## src/rtl/xfifo_reader.sv

```systemverilog
// xfifo_reader: converts a one-cycle-latency fifo read port into a ready/valid
// stream through a 3-entry in-order output buffer.
module xfifo_reader #(
  parameter int dta_width = 8
) (
  input  logic                 clk,
  input  logic                 rst,
  input  logic [dta_width-1:0] fifo_dout,
  output logic                 fifo_rd_en,
  input  logic                 fifo_empty,
  input  logic                 fifo_valid,
  input  logic                 fifo_underflow,
  output logic [dta_width-1:0] out_data,
  output logic                 out_valid,
  input  logic                 out_ready,
  output logic                 err_underflow,
  output logic                 err_protocol,
  output logic [15:0]          word_count
);

  logic [dta_width-1:0] r_buf [0:2];
  logic [1:0]           r_rd_ptr;
  logic [1:0]           r_wr_ptr;
  logic [1:0]           r_occ;
  logic                 r_pending;
  logic                 r_err_underflow;
  logic                 r_err_protocol;
  logic [15:0]          r_word_count;

  logic                 w_push;
  logic                 w_pop;
  logic [2:0]           w_reserved;
  logic [2:0]           w_wr_sel;

  function automatic logic [1:0] ptr_inc(input logic [1:0] p);
    return (p == 2'd2) ? 2'd0 : p + 2'd1;
  endfunction

  // A slot is reserved as soon as a read is issued, so an in-flight word
  // always has somewhere to land; out_ready plays no part here.
  assign w_reserved = {1'b0, r_occ} + {2'b00, r_pending};
  assign fifo_rd_en = ~rst & ~fifo_empty & (w_reserved < 3'd3);

  assign w_push     = fifo_valid & r_pending;
  assign w_pop      = out_valid & out_ready;
  assign out_valid  = (r_occ != 2'd0);
  assign out_data   = (r_rd_ptr == 2'd2) ? r_buf[2] :
                      (r_rd_ptr == 2'd1) ? r_buf[1] : r_buf[0];

  assign err_underflow = r_err_underflow;
  assign err_protocol  = r_err_protocol;
  assign word_count    = r_word_count;

  generate
    for (genvar gi = 0; gi < 3; gi++) begin : g_entry
      assign w_wr_sel[gi] = w_push & (r_wr_ptr == 2'(gi));

      always_ff @(posedge clk or posedge rst) begin
        if (rst) begin
          r_buf[gi] <= '0;
        end else if (w_wr_sel[gi]) begin
          r_buf[gi] <= fifo_dout;
        end
      end
    end
  endgenerate

  always_ff @(posedge clk or posedge rst) begin
    if (rst) begin
      r_rd_ptr        <= 2'd0;
      r_wr_ptr        <= 2'd0;
      r_occ           <= 2'd0;
      r_pending       <= 1'b0;
      r_err_underflow <= 1'b0;
      r_err_protocol  <= 1'b0;
      r_word_count    <= 16'd0;
    end else begin
      r_pending <= fifo_rd_en;
      if (w_push) begin
        r_wr_ptr <= ptr_inc(r_wr_ptr);
      end
      if (w_pop) begin
        r_rd_ptr     <= ptr_inc(r_rd_ptr);
        r_word_count <= r_word_count + 16'd1;
      end
      if (w_push && !w_pop) begin
        r_occ <= r_occ + 2'd1;
      end else if (!w_push && w_pop) begin
        r_occ <= r_occ - 2'd1;
      end
      if (fifo_underflow) begin
        r_err_underflow <= 1'b1;
      end
      // An acknowledge with no read outstanding is dropped, never buffered.
      if (fifo_valid && !r_pending) begin
        r_err_protocol <= 1'b1;
      end
    end
  end

endmodule

```

## config.mk

```make
export PLATFORM = sky130hd
export DESIGN_NAME = xfifo_reader
export DESIGN_NICKNAME = d
export VERILOG_FILES = /design/src/rtl/xfifo_reader.sv
export SDC_FILE = /design/constraint.sdc
export NUM_CORES = 1
export LEC_CHECK = 0
export CORE_ASPECT_RATIO = 0.7
export CORE_MARGIN = 2
export CORE_UTILIZATION = 35
export DETAILED_ROUTE_END_ITERATION = 16
export DONT_BUFFER_PORTS = 1
export PLACE_DENSITY = 0.59
export RECOVER_POWER = 100
export SLEW_MARGIN = 10
export SYNTH_ARGS = -nofsm -noshare
export SYNTH_HDL_FRONTEND = slang
export SYNTH_SLANG_ARGS = --single-unit
```

## constraint.sdc

```tcl
create_clock -name clk -period 1.6 [get_ports clk]
set_input_delay 0.32 -clock clk [delete_from_list [all_inputs] [get_ports clk]]
set_output_delay 0.32 -clock clk [all_outputs]
set_load 0.01 [all_outputs]
```

==> results.sh <==
export IMPL_power_density_nw_per_um2=1810
export IMPL_hold_depth=1
export IMPL_cts_tree="built"
export IMPL_fin_crit_ns=1.78
export IMPL_grt_overflow_total=0
export IMPL_die_area_um2=6800
export IMPL_r2r_slack_ns=-0.06
export IMPL_finalClockSkew_ns=0.00276
export IMPL_synth_nets=192
export IMPL_n_fill_cell=548
export IMPL_firstDrtPassIters=4
export IMPL_cts_buffer_depth=2
export IMPL_synth_top_area_frac=0.570
export IMPL_grtUsageMet1=0.183
export IMPL_groute_layer_met3_usage=0.0333
export IMPL_placed_area_um2=2450
export IMPL_startpoint_type="flip-flop"
export IMPL_cpPeakStageDelay_ns=0.39
export IMPL_cts_sinks=49
export IMPL_rsz0062_at_grt="true"
export IMPL_antenna_cells=0
export IMPL_via_per_inst=4.81
export IMPL_async_flop_share=1.00
export IMPL_crit_type="reg -> out"
export IMPL_vdd_drop_max_v=0.000638
export IMPL_grtUsageTotal=0.128
export IMPL_finalWorstSetupSlack_ns=-0.179
export IMPL_post_route_util=0.469
export IMPL_violations="setup timing"
export IMPL_vias=1367
export IMPL_synth_edff_count=0
export IMPL_path_cells="ha_2 -> ha_4 -> a2111oi_4"
export IMPL_area_growth_pct=27.3
export IMPL_crit_buf_inv=0
export IMPL_dp_hpwl_um=2850
export IMPL_fmax_ghz=0.562
export IMPL_seq_area_frac_synth=0.570
export IMPL_grt_pass1_vias=1377
export IMPL_synth_area_leaders="dfrtp_1 (57%), mux2_2 (13%), xnor2_1 (5.3%)"
export IMPL_synth_cell_area_um2=2150
export IMPL_drc=0
export IMPL_clk_latency_ns=0.30
export IMPL_layout_cells_most_common_list="dfrtp_1 (46), mux2_2 (24), nand2_1 (14)"
export IMPL_final_max_slew_viol_count=0
export IMPL_rows=23
export IMPL_end_kind="output port"
export IMPL_hold_violations=0
export IMPL_met2_usage=0.183
export IMPL_grt_max_degree=50
export IMPL_finalCritPeriodShare=1.11
export IMPL_hp_class="in -> reg"
export IMPL_layout_commonest_cell="dfrtp_1"
export IMPL_setup_viol=14
export IMPL_ios=42
export IMPL_dominantRegCellSynth="dfrtp_1"
export IMPL_core_um2=5840
export IMPL_clk_pin_slew_worst_paths_ns=0.08
export IMPL_wl_per_cell_um=14.5
export IMPL_synth_area_leader_cell="dfrtp_1"
export IMPL_yosysWarnings=0
export IMPL_grt_pass1_wl_um=6890
export IMPL_die_x_um=97.7
export IMPL_antenna_found_initial=0
export IMPL_holdWs_ns=0.0799
export IMPL_cts_buffers=5
export IMPL_cp_top_family="adder cells"
export IMPL_slew_headroom=0.552
export IMPL_final_nets=226
export IMPL_die_y_um=69.6
export IMPL_crit_fanout=2
export IMPL_cp_slowest_cell="dfrtp_1"
export IMPL_drive_above_1_share=0.431
export IMPL_htree_levels=2
export IMPL_cts_root_buf="clkbuf_8"
export IMPL_reg2reg_depth=7
export IMPL_dp_slack_ns=-0.0435
export IMPL_leakagePower_uw=0.00120
export IMPL_drt_iter0_drc=54
export IMPL_top_usage_layer="met2"
export IMPL_final_antenna_net_count=0
export IMPL_ys_ff_latch=49
export IMPL_path_depth=3
export IMPL_wl_um=4130
export IMPL_crit_arrival_ns=1.46
export IMPL_outcome="complete, but fails checks"
export IMPL_worst_pin_slew_ns=0.672
export IMPL_syn_inst=174
export IMPL_cap_violations=0
export IMPL_portBuffers=0
export IMPL_report_power_total_uw=4960
export IMPL_syn_area_per_cell_um2=12.4
export IMPL_gp_congestion=0.711
export IMPL_initial_core_util=0.368
export IMPL_crit_required_ns=1.28
export IMPL_ys_types=32
export IMPL_final_area_um2=2740
[flip-flops by register name, indices dropped and copies added (netlist names)]
name	flops
r_buf	24
word_count	16
r_occ	2
r_rd_ptr	2
r_wr_ptr	2
err_protocol	1
err_underflow	1
r_pending	1
[stage by stage]
step	TNS, ns	instances
6_report	-0.959	284
5_1_grt	-3.23	284
4_1_cts	-0.699	279
3_5_place_dp	-0.111	266
3_3_place_gp	-0.00257	266
2_1_floorplan	0	174
[metal layers]
| layer | vias up | part of all wire |
|---|---|---|
| met5 | - | 0 |
| met4 | 0 | 0.015 |
| met3 | 5 | 0.037 |
| met2 | 23 | 0.45 |
| met1 | 674 | 0.49 |
| li1 | 665 | - |
[Yosys cell counts, types with 2 or more instances]
| cell type | n |
|---|---|
| clkbuf_1 | 2 |
| xor2_1 | 5 |
| and3_1 | 2 |
| nand2_1 | 15 |
| a21o_1 | 3 |
| xnor2_1 | 13 |
| mux2_2 | 24 |
| nand3_1 | 4 |
| nor4_4 | 2 |
| nor2_1 | 18 |
| ha_1 | 4 |
| inv_1 | 4 |
| or2_4 | 2 |
| o22ai_1 | 7 |
| nand4_1 | 3 |
| dfrtp_1 | 49 |
| nand2b_1 | 2 |
[report_power, final]
group          internal, uW  switching [uW]
clock network           304             394
registers              1680             385
logic                  1170            1020
total                  3160            1800
[path summary, 6_finish.rpt]
kind                       startpoint              to
min in group asynchronous         rst       r_pending
max                         r_pending      fifo_rd_en
min reg2reg                 r_buf[19]       r_buf[19]
min                               rst       r_pending
max in group asynchronous         rst   word_count[0]
max reg2reg                  r_occ[0]  word_count[15]
[cells by family after synthesis]
group | Yosys count | synth area share
compound gates | 14 | 0.0430
buf+inv | 8 | 0.0174
simple gates | 56 | 0.143
fa+ha+maj | 4 | 0.0233
xor+xnor | 18 | 0.0733
mux | 25 | 0.130
flops | 49 | 0.570
[layout make-up]
cell class                 count  area (um^2)  share of cell area
multi-input combinational    117         1070               0.390
inverter                       5         26.3             0.00959
sequential                    49         1230               0.449
tap                           75         93.8              0.0343
clock inverter                 2         10.0             0.00365
clock buffer                   6         72.6              0.0265
timing repair buffer          30          238              0.0868
[timing repair]
action,CTS,global route
hold buffers,1,0
endpoints found under the hold margin,49,0
gates resized for setup,30,13
setup buffers,4,5
endpoints found under the setup margin,12,20
pin swaps,10,11
No activity file was read; power rests on OpenSTA's default activity.
